[src/rtl/manual_trigger_pkg.sv]
// Shared encodings for the manual trigger block: edge selection, output modes,
// and small helpers used by the per-channel debouncer and the output stage.
package manual_trigger_pkg;

  localparam logic [1:0] EDGE_RISE = 2'b00;
  localparam logic [1:0] EDGE_FALL = 2'b01;
  localparam logic [1:0] EDGE_BOTH = 2'b10;
  localparam logic [1:0] EDGE_NONE = 2'b11;

  typedef enum logic [1:0] {
    MODE_TOGGLE  = 2'b00,
    MODE_SINGLE  = 2'b01,
    MODE_STRETCH = 2'b10,
    MODE_RSVD    = 2'b11
  } mode_e;

  // Reserved encoding behaves exactly like single-pulse mode.
  function automatic mode_e eff_mode(input mode_e m);
    return (m == MODE_RSVD) ? MODE_SINGLE : m;
  endfunction

  // new_level is the level the debounced signal is switching to.
  function automatic logic edge_ok(input logic [1:0] sel, input logic new_level);
    case (sel)
      EDGE_RISE: return new_level;
      EDGE_FALL: return ~new_level;
      EDGE_BOTH: return 1'b1;
      default:   return 1'b0;
    endcase
  endfunction

endpackage

[src/rtl/trig_debounce.sv]
// One trigger channel: 2-flop synchronizer, saturating debounce counter and
// edge qualification producing a registered one-cycle event strobe.
module trig_debounce
  import manual_trigger_pkg::*;
#(
  parameter int DEB_W = 8
) (
  input  logic             i_clk,
  input  logic             i_rst_n,
  input  logic             i_en,
  input  logic             i_trig,
  input  logic [1:0]       i_edge_sel,
  input  logic [DEB_W-1:0] i_deb_len,
  output logic             o_edge_evt
);

  logic             r_s1;
  logic             r_s2;
  logic             r_stable;
  logic [DEB_W-1:0] r_cnt;
  logic             r_evt;

  always_ff @(posedge i_clk) begin
    if (!i_rst_n || !i_en) begin
      r_s1     <= 1'b0;
      r_s2     <= 1'b0;
      r_stable <= 1'b0;
      r_cnt    <= '0;
      r_evt    <= 1'b0;
    end else begin
      r_s1  <= i_trig;
      r_s2  <= r_s1;
      r_evt <= 1'b0;
      if (r_s2 == r_stable) begin
        r_cnt <= '0;
      end else if (r_cnt < i_deb_len) begin
        r_cnt <= r_cnt + DEB_W'(1);
      end else begin
        // Also covers Deb_len lowered below a running count: accept at once.
        r_stable <= r_s2;
        r_cnt    <= '0;
        r_evt    <= edge_ok(i_edge_sel, r_s2);
      end
    end
  end

  assign o_edge_evt = r_evt;

endmodule

[src/rtl/manual_trigger_multi.sv]
// Multi-channel manual trigger: per-channel debounce/edge detect plus a shared
// output stage implementing toggle, single-pulse and stretched-pulse modes.
module manual_trigger_multi
  import manual_trigger_pkg::*;
#(
  parameter int CH    = 4,
  parameter int DEB_W = 8,
  parameter int PW_W  = 8
) (
  input  logic             Clock,
  input  logic             Reset_n,
  input  logic             EN,
  input  logic [CH-1:0]    Trig_in,
  input  logic [1:0]       Edge_sel,
  input  logic [1:0]       Mode,
  input  logic [DEB_W-1:0] Deb_len,
  input  logic [PW_W-1:0]  Pulse_len,
  output logic [CH-1:0]    Trig_out,
  output logic [CH-1:0]    Edge_evt,
  output logic [CH-1:0]    Busy
);

  logic [CH-1:0]   w_evt;
  mode_e           w_eff;
  logic            w_mode_chg;
  logic [PW_W-1:0] w_pulse_load;

  mode_e           r_mode;
  logic [CH-1:0]   r_trig;
  logic [CH-1:0]   r_busy;
  logic [PW_W-1:0] r_pcnt [CH];

  for (genvar g = 0; g < CH; g++) begin : g_ch
    trig_debounce #(
      .DEB_W(DEB_W)
    ) u_deb (
      .i_clk     (Clock),
      .i_rst_n   (Reset_n),
      .i_en      (EN),
      .i_trig    (Trig_in[g]),
      .i_edge_sel(Edge_sel),
      .i_deb_len (Deb_len),
      .o_edge_evt(w_evt[g])
    );
  end

  assign w_eff        = eff_mode(r_mode);
  assign w_mode_chg   = (Mode != r_mode);
  assign w_pulse_load = (Pulse_len == '0) ? PW_W'(1) : Pulse_len;

  always_ff @(posedge Clock) begin
    if (!Reset_n || !EN) begin
      r_mode <= MODE_TOGGLE;
      r_trig <= '0;
      r_busy <= '0;
      for (int i = 0; i < CH; i++) r_pcnt[i] <= '0;
    end else begin
      r_mode <= mode_e'(Mode);
      if (w_mode_chg) begin
        // A mode switch aborts everything; events arriving now are dropped.
        r_trig <= '0;
        r_busy <= '0;
        for (int i = 0; i < CH; i++) r_pcnt[i] <= '0;
      end else begin
        for (int i = 0; i < CH; i++) begin
          case (w_eff)
            MODE_TOGGLE: begin
              if (w_evt[i]) r_trig[i] <= ~r_trig[i];
              r_busy[i] <= 1'b0;
              r_pcnt[i] <= '0;
            end
            MODE_STRETCH: begin
              if (r_busy[i]) begin
                // Running pulse ignores new events; counter stops at zero.
                if (r_pcnt[i] <= PW_W'(1)) begin
                  r_trig[i] <= 1'b0;
                  r_busy[i] <= 1'b0;
                  r_pcnt[i] <= '0;
                end else begin
                  r_pcnt[i] <= r_pcnt[i] - PW_W'(1);
                end
              end else if (w_evt[i]) begin
                r_trig[i] <= 1'b1;
                r_busy[i] <= 1'b1;
                r_pcnt[i] <= w_pulse_load;
              end else begin
                r_trig[i] <= 1'b0;
              end
            end
            default: begin
              r_trig[i] <= w_evt[i];
              r_busy[i] <= 1'b0;
              r_pcnt[i] <= '0;
            end
          endcase
        end
      end
    end
  end

  assign Trig_out = r_trig;
  assign Busy     = r_busy;
  assign Edge_evt = w_evt;

endmodule

[config.mk]
export PLATFORM = sky130hd
export DESIGN_NAME = manual_trigger_multi
export DESIGN_NICKNAME = d
export VERILOG_FILES = /design/src/rtl/manual_trigger_pkg.sv /design/src/rtl/trig_debounce.sv /design/src/rtl/manual_trigger_multi.sv
export SDC_FILE = /design/constraint.sdc
export NUM_CORES = 1
export LEC_CHECK = 0
export BUFFER_PORTS_ARGS = -buffer_cell sky130_fd_sc_hd__buf_2
export CAP_MARGIN = 20
export CELL_PAD_IN_SITES_DETAIL_PLACEMENT = 1
export CELL_PAD_IN_SITES_GLOBAL_PLACEMENT = 1
export CORE_MARGIN = 4
export CORE_UTILIZATION = 42
export DETAILED_ROUTE_END_ITERATION = 8
export PLACE_DENSITY = 0.86
export SLEW_MARGIN = 20
export SYNTH_ARGS = -nofsm -noshare
export SYNTH_HDL_FRONTEND = slang
export SYNTH_SLANG_ARGS = --single-unit
[constraint.sdc]
create_clock -name Clock -period 1.7 [get_ports Clock]
set_input_delay 0.34 -clock Clock [delete_from_list [all_inputs] [get_ports Clock]]
set_output_delay 0.34 -clock Clock [all_outputs]
set_load 0.02 [all_outputs]
==> results.cfg <==
[status]
outcome = complete, but fails checks
violations = negative setup slack

[cts]
clock_latency_ns = 0.36
cts.clk_slew.worst_paths_ns = 0.07
cts_buffers = 9
clock-sinks = 90
clock-root-buffer = clkbuf_16
htreeDepth = 3
holdBufCountCts = 0
cts_tree = done
clock_path_buffers = 2

[sta]
fin_crit_ns = 2.07
finalCritPeriodShare_pct = 122
relSlewSlack_pct = 51.6
setup_slack_ns = -0.371
setup_viol = 54
worst_pin_slew_ns = 0.726
final.setup_skew_ns = 0.0134
final_max_slew_viol_count = 0
hold_viol_final = 0
max_freq_mhz = 483
rsz0062_at_grt = yes

[yosys]
yosysTopAreaCell = dfxtp_1
synth-seq-cells = 90
synth_edf_count = 24
ys.flop_type = dfxtp_1
yosysWarnings = 0
syn_area_um2 = 5040
netlist_instances = 533
avgSynthCellArea_um2 = 9.45
yosysSeqAreaShare_pct = 40.5
synth_cell_types = 59
synth-async-reset-ratio_pct = 0
synthTopCellsByArea = dfxtp_1 26%, edfxtp_1 14%, ha_1 9.9%
netlist.area_leader.share_pct = 26.2
syn_nets = 600

[floorplanning]
die_height_um = 118
dieArea_um2 = 13800
start_util_pct = 43.6
die_w_um = 118
core-area_um2 = 11600
pin_count = 39
num_rows = 39

[run]
maxCapViolations = 0

[power_and_ir_drop]
p_per_area_nw_per_um2 = 646
vdd_drop_max_uv = 806
leakagePower_nw = 3.10

[placed_design]
placed_cells = 801
globalplace.congestion = 0.869
portBuffers = 38
hpwl_um = 12000

[worst_setup_path]
r2r-start = r_mode[0]
arrival_ns = 2.29
required_ns = 1.92
crit_fanout = 8
end_kind = register
r2r-end = r_pcnt[0][7]
rrSetupSlack_ns = -0.37
reg2regPathDepth = 6
critPathKind = reg -> reg
endpoint = r_pcnt[0][7]
startpoint = r_mode[0]
crit_path_start_kind = register

[route]
routed_via_density = 6.34
post_drt_wl_per_cell_um = 27.3
drc = 0
routed_wl_um = 22700
postRouteAntennaNets = 0
dr.first_iter.drc_count = 520
drt_first_pass_iters = 5
vias = 5279

[grt]
grt_max_degree = 14
overflow = 0
grt_pass1_wl_um = 28400
antenna_found_initial = 0
grt_pass1_vias = 5312
grt_usage_pct = 25.7

[final_layout]
mostFrequentLayoutCells = 93 x buf_4, 51 x dfxtp_1, 50 x nand2_1
drive_above_1_share_pct = 42.5
area_delta_synth_final_pct = 44.3
fin_util_pct = 62.9
nNetsFinal = 751
layout_commonest_cell = buf_4
finalNonFillerCells = 832
diodes = 0

[hold_path]
min_path_type = in -> reg
hp-start = Trig_in[3]
min_path_cells = 2
sequential cells by signal (all words and copies together), names as in the netlist:
register / count
r_pcnt: 32
Trig_out: 4
g_ch.u_deb.r_s2: 4
Busy: 4
r_mode: 2
g_ch.u_deb.o_edge_evt: 4
g_ch.u_deb.r_s1: 4
g_ch.u_deb.r_cnt: 32
g_ch.u_deb.r_stable: 4
cell type report:
cell class                 instances  area [um2]
multi-input combinational        409        3500
tap                              143         179
inverter                          23        93.8
fill                            1261        4290
clock inverter                     3        37.5
sequential                        90        2060
clock buffer                      13         260
timing repair buffer             151        1130
logic make-up (layout without fill, tap and decap cells):
kind of cell             after synthesis  in the layout  share of synthesized area, %
multiplexers                           6              6                          1.22
AO/OA/AOI/OAI                         96             96                          13.2
buffers and inverters                 35            190                          3.10
adder cells (fa/ha/maj)               40             40                          9.93
AND/OR/NAND/NOR                      217            218                          23.5
flip-flops                            90             90                          40.5
XOR/XNOR                              49             49                          8.52
critical path: stages (launching register included):
cell      delay, ns
dfxtp_1        0.36
buf_4          0.19
nand4b_1       0.38
nor2_1         0.34
buf_4          0.22
a31oi_1        0.09
o21ai_0        0.36
routing by layer:
layer | vias up | track usage, % | share of wire [%]
met5 | - | 0 | 0
met4 | 0 | 11.7 | 7.6
met3 | 139 | 3.84 | 6.0
met2 | 295 | 48.1 | 49
met1 | 2587 | 28.6 | 37
li1 | 2258 | - | -
report_power, final:
part           switching [mW]  internal, mW
sequential            0.00917          2.20
combinational           0.219         0.167
clock                   0.893          1.21
total                    1.12          3.58
synthesized netlist by cell type, drive strengths merged (5+ instances only):
cell type   n
a21o       13
a21oi      10
a31oi      10
and3       19
buf         8
dfxtp      66
edfxtp     24
ha         40
inv        23
mux2i       5
nand2      52
nand2b      5
nand3      23
nand3b      6
nor2       27
nor2b      10
nor3       36
nor3b       5
nor4        6
nor4b       6
o21ai      33
or2         5
xnor2      25
xor2       24
worst min path at each step:
stage | to | slack (ns)
3_5_place_dp | g_ch[2].u_deb.r_s2 | 0.46
6_report | g_ch[3].u_deb.r_s1 | 0.23
5_1_grt | g_ch[0].u_deb.r_s1 | 0.24
3_3_place_gp | g_ch[3].u_deb.r_cnt[0] | 0.44
4_1_cts | g_ch[3].u_deb.r_s1 | 0.23
2_1_floorplan | g_ch[3].u_deb.r_cnt[0] | 0.43
repair_timing:
item / CTS / global route
setup endpoints to repair: 68 / 79
setup buffers: 6 / 9
gates cloned: 1 / 1
resized for setup: 63 / 89
hold endpoints to repair: 0 / 0
pin swaps: 14 / 28
per-stage QoR:
step                power (mW)  worst slack [ns]  cell area, um2  hold WS (ns)  setup TNS, ns
floorplan                 2.38            -0.130            5080         0.426          -1.83
CTS                       4.57            -0.215            6760         0.229          -4.96
finish                    4.70            -0.371            7270         0.228          -8.54
detailed placement        2.53            -0.419            6120         0.457         -16.35
global route              4.83            -0.347            7270         0.238         -11.08
global placement          2.51            -0.234            6120         0.440          -9.66
No activity file was read; power rests on OpenSTA's default activity.
